==> src/rtl/tx_huge_pages_cpl_if.sv <==
`default_nettype none
// ============================================================================
// Module   : tx_huge_pages_cpl_if
// Purpose  : TRN receive/transmit bus plus TX ownership handshake.
// Revision : 1.0
// ============================================================================
interface tx_huge_pages_cpl_if;
    logic [63:0] trn_rd;
    logic [7:0]  trn_rrem_n;
    logic        trn_rsof_n;
    logic        trn_reof_n;
    logic        trn_rsrc_rdy_n;
    logic        trn_rdst_rdy_n;
    logic [6:0]  trn_rbar_hit_n;
    logic [63:0] trn_td;
    logic [7:0]  trn_trem_n;
    logic        trn_tsof_n;
    logic        trn_teof_n;
    logic        trn_tsrc_rdy_n;
    logic        trn_tsrc_dsc_n;
    logic        trn_tdst_rdy_n;
    logic        tx_req;
    logic        tx_gnt;
    logic        tx_done;

    modport master (
        input  trn_rd, trn_rrem_n, trn_rsof_n, trn_reof_n, trn_rsrc_rdy_n,
               trn_rdst_rdy_n, trn_rbar_hit_n, trn_tdst_rdy_n, tx_gnt,
        output trn_td, trn_trem_n, trn_tsof_n, trn_teof_n, trn_tsrc_rdy_n,
               trn_tsrc_dsc_n, tx_req, tx_done
    );

    modport slave (
        output trn_rd, trn_rrem_n, trn_rsof_n, trn_reof_n, trn_rsrc_rdy_n,
               trn_rdst_rdy_n, trn_rbar_hit_n, trn_tdst_rdy_n, tx_gnt,
        input  trn_td, trn_trem_n, trn_tsof_n, trn_teof_n, trn_tsrc_rdy_n,
               trn_tsrc_dsc_n, tx_req, tx_done
    );
endinterface
`default_nettype wire

==> src/rtl/tx_huge_pages_cpl.sv <==
`default_nettype none
// ============================================================================
// Module   : tx_huge_pages_cpl
// Purpose  : Completer for host reads of the BAR2 huge-page control window.
// Revision : 1.0
// ============================================================================
module tx_huge_pages_cpl #(
    parameter int BAR_IDX       = 2,
    parameter int REQ_FIFO_LOG2 = 2
) (
    input  wire logic               trn_clk,
    input  wire logic               reset,
    tx_huge_pages_cpl_if.master     trn,
    input  wire logic [15:0]        cfg_completer_id,
    input  wire logic [63:0]        huge_page_addr_1,
    input  wire logic [63:0]        huge_page_addr_2,
    input  wire logic               huge_page_status_1,
    input  wire logic               huge_page_status_2,
    output logic                    req_overflow
);

    localparam logic [6:0] MEM_RD32 = 7'b000_0000;
    localparam logic [6:0] MEM_RD64 = 7'b010_0000;
    localparam logic [6:0] FT_CPLD  = 7'b100_1010;
    localparam logic [6:0] FT_CPL   = 7'b000_1010;
    localparam logic [REQ_FIFO_LOG2:0] FIFO_DEPTH = {1'b1, {REQ_FIFO_LOG2{1'b0}}};

    typedef struct packed {
        logic [5:0]  dw_idx;
        logic        is64;
        logic [2:0]  tc;
        logic [1:0]  attr;
        logic        ur;
        logic [15:0] req_id;
        logic [7:0]  tag;
    } req_t;

    typedef enum logic [0:0] {R_IDLE, R_ADDR} rx_state_t;
    typedef enum logic [2:0] {T_IDLE, T_REQ, T_BEAT0, T_BEAT1, T_DONE} tx_state_t;

    rx_state_t rx_state, rx_state_nxt;
    req_t      hdr, hdr_nxt, push_entry, head;
    logic      hdr_load, push_req, do_push, do_pop, fifo_full, fifo_empty, rx_valid;
    logic [6:0] rx_ft;

    logic [REQ_FIFO_LOG2:0]   count;
    logic [REQ_FIFO_LOG2-1:0] wr_ptr, rd_ptr;
    req_t fifo_mem [0:(1<<REQ_FIFO_LOG2)-1];

    assign rx_valid = !trn.trn_rsrc_rdy_n && !trn.trn_rdst_rdy_n;
    assign rx_ft    = trn.trn_rd[62:56];

    // ------------------------------------------------------------------ RX
    always_comb begin
        rx_state_nxt = rx_state;
        hdr_load     = 1'b0;
        push_req     = 1'b0;
        push_entry   = hdr;
        hdr_nxt      = hdr;
        hdr_nxt.dw_idx = 6'd0;
        hdr_nxt.is64   = (rx_ft == MEM_RD64);
        hdr_nxt.tc     = trn.trn_rd[54:52];
        hdr_nxt.attr   = trn.trn_rd[45:44];
        hdr_nxt.ur     = (trn.trn_rd[41:32] != 10'd1);
        hdr_nxt.req_id = trn.trn_rd[31:16];
        hdr_nxt.tag    = trn.trn_rd[15:8];
        case (rx_state)
            R_IDLE: begin
                if (rx_valid && !trn.trn_rsof_n && !trn.trn_rbar_hit_n[BAR_IDX] &&
                    (rx_ft == MEM_RD32 || rx_ft == MEM_RD64)) begin
                    hdr_load     = 1'b1;
                    rx_state_nxt = R_ADDR;
                end
            end
            R_ADDR: begin
                if (rx_valid) begin
                    push_req          = 1'b1;
                    push_entry.dw_idx = hdr.is64 ? trn.trn_rd[7:2] : trn.trn_rd[39:34];
                    rx_state_nxt      = R_IDLE;
                end
            end
            default: rx_state_nxt = R_IDLE;
        endcase
    end

    always_ff @(posedge trn_clk or posedge reset) begin
        if (reset) begin
            rx_state <= R_IDLE;
            hdr      <= '0;
        end else begin
            rx_state <= rx_state_nxt;
            if (hdr_load) begin
                hdr <= hdr_nxt;
            end
        end
    end

    // ---------------------------------------------------------------- FIFO
    assign fifo_full  = (count == FIFO_DEPTH);
    assign fifo_empty = (count == '0);
    assign do_push    = push_req && !fifo_full;
    assign head       = fifo_mem[rd_ptr];

    always_ff @(posedge trn_clk or posedge reset) begin
        if (reset) begin
            count        <= '0;
            wr_ptr       <= '0;
            rd_ptr       <= '0;
            req_overflow <= 1'b0;
        end else begin
            if (do_push) wr_ptr <= wr_ptr + 1'b1;
            if (do_pop)  rd_ptr <= rd_ptr + 1'b1;
            case ({do_push, do_pop})
                2'b10:   count <= count + 1'b1;
                2'b01:   count <= count - 1'b1;
                default: count <= count;
            endcase
            if (push_req && fifo_full) req_overflow <= 1'b1;
        end
    end

    always_ff @(posedge trn_clk) begin
        if (do_push) fifo_mem[wr_ptr] <= push_entry;
    end

    // ------------------------------------------------------------ read map
    logic [31:0] rd_value, payload, dw0, dw1, dw2;

    always_comb begin
        rd_value = 32'h0;
        case (head.dw_idx)
            6'b010000: rd_value = huge_page_addr_1[31:0];
            6'b010001: rd_value = huge_page_addr_1[63:32];
            6'b010010: rd_value = huge_page_addr_2[31:0];
            6'b010011: rd_value = huge_page_addr_2[63:32];
            6'b011000: rd_value = {31'b0, huge_page_status_1};
            6'b011001: rd_value = {31'b0, huge_page_status_2};
            default:   rd_value = 32'h0;
        endcase
    end

    assign payload = head.ur ? 32'h0 : {rd_value[7:0], rd_value[15:8], rd_value[23:16], rd_value[31:24]};
    assign dw0 = {1'b0, (head.ur ? FT_CPL : FT_CPLD), 1'b0, head.tc, 4'b0, 1'b0, 1'b0,
                  head.attr, 2'b0, (head.ur ? 10'd0 : 10'd1)};
    assign dw1 = {cfg_completer_id, (head.ur ? 3'b001 : 3'b000), 1'b0, 12'd4};
    assign dw2 = {head.req_id, head.tag, 1'b0, head.dw_idx[4:0], 2'b00};

    // ------------------------------------------------------------------ TX
    tx_state_t   tx_state, tx_state_nxt;
    logic [63:0] td, td_nxt, beat1, beat1_nxt;
    logic [7:0]  trem_n, trem_n_nxt, beat1_rem, beat1_rem_nxt;
    logic        tsof_n, tsof_n_nxt, teof_n, teof_n_nxt, tsrc_n, tsrc_n_nxt;
    logic        req, req_nxt, done, done_nxt;

    always_comb begin
        tx_state_nxt  = tx_state;
        td_nxt        = td;
        trem_n_nxt    = trem_n;
        tsof_n_nxt    = tsof_n;
        teof_n_nxt    = teof_n;
        tsrc_n_nxt    = tsrc_n;
        beat1_nxt     = beat1;
        beat1_rem_nxt = beat1_rem;
        req_nxt       = req;
        done_nxt      = 1'b0;
        do_pop        = 1'b0;
        case (tx_state)
            T_IDLE: begin
                if (!fifo_empty) begin
                    req_nxt      = 1'b1;
                    tx_state_nxt = T_REQ;
                end
            end
            T_REQ: begin
                // Both beats are frozen here so the payload reflects this cycle.
                if (trn.tx_gnt) begin
                    td_nxt        = {dw0, dw1};
                    trem_n_nxt    = 8'h00;
                    tsof_n_nxt    = 1'b0;
                    teof_n_nxt    = 1'b1;
                    tsrc_n_nxt    = 1'b0;
                    beat1_nxt     = {dw2, payload};
                    beat1_rem_nxt = head.ur ? 8'h0F : 8'h00;
                    tx_state_nxt  = T_BEAT0;
                end
            end
            T_BEAT0: begin
                if (!trn.trn_tdst_rdy_n) begin
                    td_nxt       = beat1;
                    trem_n_nxt   = beat1_rem;
                    tsof_n_nxt   = 1'b1;
                    teof_n_nxt   = 1'b0;
                    tx_state_nxt = T_BEAT1;
                end
            end
            T_BEAT1: begin
                if (!trn.trn_tdst_rdy_n) begin
                    do_pop       = 1'b1;
                    done_nxt     = 1'b1;
                    req_nxt      = 1'b0;
                    tsrc_n_nxt   = 1'b1;
                    teof_n_nxt   = 1'b1;
                    tx_state_nxt = T_DONE;
                end
            end
            T_DONE:  tx_state_nxt = T_IDLE;
            default: tx_state_nxt = T_IDLE;
        endcase
    end

    always_ff @(posedge trn_clk or posedge reset) begin
        if (reset) begin
            tx_state  <= T_IDLE;
            td        <= 64'h0;
            trem_n    <= 8'hFF;
            tsof_n    <= 1'b1;
            teof_n    <= 1'b1;
            tsrc_n    <= 1'b1;
            beat1     <= 64'h0;
            beat1_rem <= 8'hFF;
            req       <= 1'b0;
            done      <= 1'b0;
        end else begin
            tx_state  <= tx_state_nxt;
            td        <= td_nxt;
            trem_n    <= trem_n_nxt;
            tsof_n    <= tsof_n_nxt;
            teof_n    <= teof_n_nxt;
            tsrc_n    <= tsrc_n_nxt;
            beat1     <= beat1_nxt;
            beat1_rem <= beat1_rem_nxt;
            req       <= req_nxt;
            done      <= done_nxt;
        end
    end

    assign trn.trn_td         = td;
    assign trn.trn_trem_n     = trem_n;
    assign trn.trn_tsof_n     = tsof_n;
    assign trn.trn_teof_n     = teof_n;
    assign trn.trn_tsrc_rdy_n = tsrc_n;
    assign trn.trn_tsrc_dsc_n = 1'b1;
    assign trn.tx_req         = req;
    assign trn.tx_done        = done;

    logic unused_sink;
    assign unused_sink = ^{trn.trn_rrem_n, trn.trn_reof_n, trn.trn_rd, trn.trn_rbar_hit_n, head.is64};

endmodule
`default_nettype wire

==> src/flat_wrapper.sv <==
// flat-port wrapper written by rule: the top's interface ports become plain ports
module tx_huge_pages_cpl_flat 
#(
    parameter int BAR_IDX       = 2,
    parameter int REQ_FIFO_LOG2 = 2
)
  (trn_clk, reset, cfg_completer_id, huge_page_addr_1, huge_page_addr_2, huge_page_status_1, huge_page_status_2, req_overflow, trn_trn_rd, trn_trn_rrem_n, trn_trn_rsof_n, trn_trn_reof_n, trn_trn_rsrc_rdy_n, trn_trn_rdst_rdy_n, trn_trn_rbar_hit_n, trn_trn_tdst_rdy_n, trn_tx_gnt, trn_trn_td, trn_trn_trem_n, trn_trn_tsof_n, trn_trn_teof_n, trn_trn_tsrc_rdy_n, trn_trn_tsrc_dsc_n, trn_tx_req, trn_tx_done);
  tx_huge_pages_cpl_if trn_i ();
  input  wire logic trn_clk;
  input  wire logic reset;
  input  wire logic [15:0] cfg_completer_id;
  input  wire logic [63:0] huge_page_addr_1;
  input  wire logic [63:0] huge_page_addr_2;
  input  wire logic huge_page_status_1;
  input  wire logic huge_page_status_2;
  output logic req_overflow;
  input wire logic [$bits(trn_i.trn_rd)-1:0] trn_trn_rd;
  input wire logic [$bits(trn_i.trn_rrem_n)-1:0] trn_trn_rrem_n;
  input wire logic [$bits(trn_i.trn_rsof_n)-1:0] trn_trn_rsof_n;
  input wire logic [$bits(trn_i.trn_reof_n)-1:0] trn_trn_reof_n;
  input wire logic [$bits(trn_i.trn_rsrc_rdy_n)-1:0] trn_trn_rsrc_rdy_n;
  input wire logic [$bits(trn_i.trn_rdst_rdy_n)-1:0] trn_trn_rdst_rdy_n;
  input wire logic [$bits(trn_i.trn_rbar_hit_n)-1:0] trn_trn_rbar_hit_n;
  input wire logic [$bits(trn_i.trn_tdst_rdy_n)-1:0] trn_trn_tdst_rdy_n;
  input wire logic [$bits(trn_i.tx_gnt)-1:0] trn_tx_gnt;
  output wire logic [$bits(trn_i.trn_td)-1:0] trn_trn_td;
  output wire logic [$bits(trn_i.trn_trem_n)-1:0] trn_trn_trem_n;
  output wire logic [$bits(trn_i.trn_tsof_n)-1:0] trn_trn_tsof_n;
  output wire logic [$bits(trn_i.trn_teof_n)-1:0] trn_trn_teof_n;
  output wire logic [$bits(trn_i.trn_tsrc_rdy_n)-1:0] trn_trn_tsrc_rdy_n;
  output wire logic [$bits(trn_i.trn_tsrc_dsc_n)-1:0] trn_trn_tsrc_dsc_n;
  output wire logic [$bits(trn_i.tx_req)-1:0] trn_tx_req;
  output wire logic [$bits(trn_i.tx_done)-1:0] trn_tx_done;
  assign trn_i.trn_rd = trn_trn_rd;
  assign trn_i.trn_rrem_n = trn_trn_rrem_n;
  assign trn_i.trn_rsof_n = trn_trn_rsof_n;
  assign trn_i.trn_reof_n = trn_trn_reof_n;
  assign trn_i.trn_rsrc_rdy_n = trn_trn_rsrc_rdy_n;
  assign trn_i.trn_rdst_rdy_n = trn_trn_rdst_rdy_n;
  assign trn_i.trn_rbar_hit_n = trn_trn_rbar_hit_n;
  assign trn_i.trn_tdst_rdy_n = trn_trn_tdst_rdy_n;
  assign trn_i.tx_gnt = trn_tx_gnt;
  assign trn_trn_td = trn_i.trn_td;
  assign trn_trn_trem_n = trn_i.trn_trem_n;
  assign trn_trn_tsof_n = trn_i.trn_tsof_n;
  assign trn_trn_teof_n = trn_i.trn_teof_n;
  assign trn_trn_tsrc_rdy_n = trn_i.trn_tsrc_rdy_n;
  assign trn_trn_tsrc_dsc_n = trn_i.trn_tsrc_dsc_n;
  assign trn_tx_req = trn_i.tx_req;
  assign trn_tx_done = trn_i.tx_done;
  tx_huge_pages_cpl #(.BAR_IDX(BAR_IDX), .REQ_FIFO_LOG2(REQ_FIFO_LOG2)) u_core (.trn_clk(trn_clk), .reset(reset), .trn(trn_i), .cfg_completer_id(cfg_completer_id), .huge_page_addr_1(huge_page_addr_1), .huge_page_addr_2(huge_page_addr_2), .huge_page_status_1(huge_page_status_1), .huge_page_status_2(huge_page_status_2), .req_overflow(req_overflow));
endmodule
==> config.mk <==
export PLATFORM = sky130hd
export DESIGN_NAME = tx_huge_pages_cpl_flat
export DESIGN_NICKNAME = d
export VERILOG_FILES = /design/src/rtl/tx_huge_pages_cpl_if.sv /design/src/rtl/tx_huge_pages_cpl.sv /design/src/flat_wrapper.sv
export SDC_FILE = /design/constraint.sdc
export NUM_CORES = 1
export LEC_CHECK = 0
export ABC_AREA = 1
export BUFFER_PORTS_ARGS = -buffer_cell sky130_fd_sc_hd__buf_2
export CAP_MARGIN = 20
export CORE_UTILIZATION = 50
export DETAILED_ROUTE_END_ITERATION = 10
export PLACE_DENSITY = 0.78
export SLEW_MARGIN = 20
export SYNTH_ARGS = -nofsm -noshare
export SYNTH_HDL_FRONTEND = slang
export SYNTH_SLANG_ARGS = --single-unit
export TNS_END_PERCENT = 10
==> constraint.sdc <==
create_clock -name trn_clk -period 15.2 [get_ports trn_clk]
set_input_delay 3.04 -clock trn_clk [delete_from_list [all_inputs] [get_ports trn_clk]]
set_output_delay 3.04 -clock trn_clk [all_outputs]
set_load 0.05 [all_outputs]
==> flow_metrics.py <==
metrics = {
    "setup_path": {
        "crit_start": "trn_tx_gnt",
        "worstSetupPathType": "input pin to register",
        "crit_path_cell_trace": "buf_2 -> inv_1 -> nor2_4 -> nand2_1 -> a21oi_4 -> o21ai_1 -> nand2_1",
        "cpMaxStageDelayCell": "nor2_4",
        "critPathLaunchType": "input pin",
        "critPathCaptureType": "register",
        "max_stage_delay_ns": 0.79,
        "path_max_fanout": 49,
        "cp_data_required_time_ns": 15.64,
        "r2r_start": "u_core.rd_ptr[0]",
        "arrival_ns": 5.32,
        "cpMostUsedCell": "nand2_1",
    },
    "yosys": {
        "synth-main-ff-cell": "dfrtp_1",
        "synth_edf_count": 144,
        "synth_warnings": 0,
        "synth_most_common_cell": "nand2_1",
        "synth_fa_ha_area_frac": 0.00600,
        "synth_top_family_by_area": "simple AND/OR/NAND/NOR gates",
        "ys_types": 43,
        "synth-xor-area-share": 0.00254,
        "synth_simple_gate_area_frac": 0.200,
        "syn_area_um2": 13800,
        "synth.top_cell.area_share": 0.314,
        "syn_area_per_cell_um2": 10.0,
        "syn_inst": 1373,
        "synth_common_cells": "nand2_1, dfrtp_1, edfxtp_1, nand3_1, nor2_1",
        "ys_seq_elements": 319,
        "synth_compound_area_frac": 0.104,
        "yosys-mux-area-fraction": 0.000727,
        "synth_area_leaders": "edfxtp_1, dfrtp_1, nand2_1",
        "async_flop_share": 0.549,
        "ys_seq_area_frac": 0.633,
        "synth.largest_area_cell": "edfxtp_1",
    },
    "global_routing": {
        "grt_pass1_wl_um": 53700,
        "antenna_found_initial": 1,
        "first_global_vias": 10100,
        "grt_use_total": 0.244,
        "grt_start_max_net_pins": 127,
        "gr-total-overflow": 0,
    },
    "die": {
        "rows": 60,
        "die_h_um": 168,
        "die_x_um": 168,
        "ioPinCount": 312,
        "die-area_um2": 28200,
        "initial_utilization": 0.511,
        "core_um2": 27000,
    },
    "power": {
        "irDropWorstVdd_mv": 0.109,
        "finalPower_mw": 3.09,
        "p_per_area_nw_per_um2": 189,
        "leakagePower_nw": 7.88,
    },
    "finish": {
        "drive_above_1_share": 0.248,
        "fin_cells": 1982,
        "nNetsFinal": 1852,
        "fillers": 2199,
        "area_growth_pct": 18.8,
    },
    "route": {
        "postRouteAntennaNets": 0,
        "post-route-drc-count": 0,
        "routedWlPerCell_um": 17.5,
        "vias": 10700,
        "drt_iter0_drc": 846,
        "drt_first_pass_iters": 5,
        "routed_wirelength_um": 34600,
        "vias_per_cell": 5.40,
    },
    "job": {
        "maxCapViolations": 0,
    },
    "clock_network": {
        "clock_tree.buffer_depth": 3,
        "root_buffer": "clkbuf_16",
        "holdBufCountCts": 0,
        "numClockSinks": 319,
        "clk_pin_slew_ns": 0.06,
        "cts_made_buffers": 35,
        "cts-resized-gates": 0,
        "insertion_delay_ns": 0.53,
        "postCtsSetupBuffers": 0,
        "cts_tree": "done",
        "htree_levels": 2,
    },
    "timing": {
        "tightestPinTransition_ns": 1.01,
        "final.period_utilization": 0.321,
        "slew-limit-headroom": 0.324,
        "finClkSkew_ns": 0.0215,
        "post-route-min-period_ns": 4.88,
        "holdWs_ns": 0.459,
        "max_freq_mhz": 205,
        "drv_slew": 0,
        "rsz0062_at_grt": "no",
        "finalHoldViolCount": 0,
        "setup_viol": 0,
        "worst_slack_ns": 10.32,
        "setup_tns_ns": 0,
    },
    "placement": {
        "hpwlAfterDp_um": 22600,
        "io_buffers": 281,
        "preCtsSetupSlack_ns": 9.78,
        "place_inst": 1916,
        "finalWeightedCongestion": 0.857,
    },
    "run_status": {
        "outcome": "complete, no violations",
    },
    "hold_path": {
        "hold_start": "u_core.beat1_rem[6]",
        "hold_path.class": "register to register",
    },
}
logic make-up after synthesis:
kind of cell,count (synthesis)
and+or+nand+nor,659
DFF,319
xor gates and xnor gates,4
buffers and inverters,152
AOI/OAI and AO/OA,230
adders and majority gates,6
other,2
muxes,1
cells in the final DEF (no fill, tap or decap), types with 15 or more instances in the layout:
cell	netlist	layout
o21ai_1	60	60
dfrtp_1	168	167
a22o_1	19	19
inv_1	48	47
edfxtp_1	144	144
o31ai_2	15	15
nand3_1	141	141
o22ai_1	29	29
o21ai_0	82	82
clkbuf_16	0	35
nor2_1	123	119
buf_2	38	281
nand2_1	371	371
layout make-up:
cell class / instances / area [µm²] / share of cell area
Tap cell: 341 / 427 / 0.0261
Clock buffer: 50 / 992 / 0.0606
Antenna cell: 1 / 2.50 / 0.000153
Timing Repair Buffer: 293 / 1520 / 0.0927
Inverter: 61 / 235 / 0.0144
Clock inverter: 14 / 136 / 0.00834
Multi-Input combinational cell: 903 / 4340 / 0.265
Sequential cell: 319 / 8710 / 0.533
power by group:
part | total, mW | internal [mW] | switching [mW]
registers | 1.09 | 1.03 | 0.0626
clock network | 0.816 | 0.478 | 0.338
logic | 1.18 | 0.287 | 0.896
state kept, by name, indices dropped and copies added (netlist names), 2 cells and up:
name                   flops
u_core.beat1_rem           2
u_core.beat1              61
u_core.wr_ptr              2
u_core.rd_ptr              2
u_core.tx_state            3
u_core.trn.trn_td         62
u_core.trn.trn_trem_n      2
u_core.fifo_mem          144
u_core.hdr                31
u_core.count               3
through the flow:
step,instance area (µm²),utilization
after floorplan,13800,-
after global placement,15200,0.564
after detailed placement,15200,0.564
after CTS,16300,0.606
after global routing,16400,0.607
final,16400,0.607
final timing paths:
check / end / depth (start not counted) / slack (ns)
min in group asynchronous: u_core.trn.trn_td[22] / 2 / 2.69
hold reg to reg: u_core.beat1_rem[6] / 2 / 0.46
hold / removal: u_core.beat1_rem[6] / 2 / 0.46
setup / recovery: u_core.beat1[9] / 7 / 10.32
max in group asynchronous: u_core.rd_ptr[0] / 3 / 10.95
setup reg to reg: u_core.beat1[30] / 13 / 11.29
critical path: cells and delay by family:
family | cells | cell delay (ns)
compound gates | 2 | 0.96
buf+inv | 2 | 0.14
simple gates | 3 | 1.16
routing by layer:
layer	vias to the layer above	GRT usage	wire (µm)
met5	-	0	0
met4	0	0.108	1400
met3	91	0.0402	2350
met2	461	0.406	16600
met1	5017	0.315	14200
li1	5124	-	-
(Power assumes the default switching activity.)
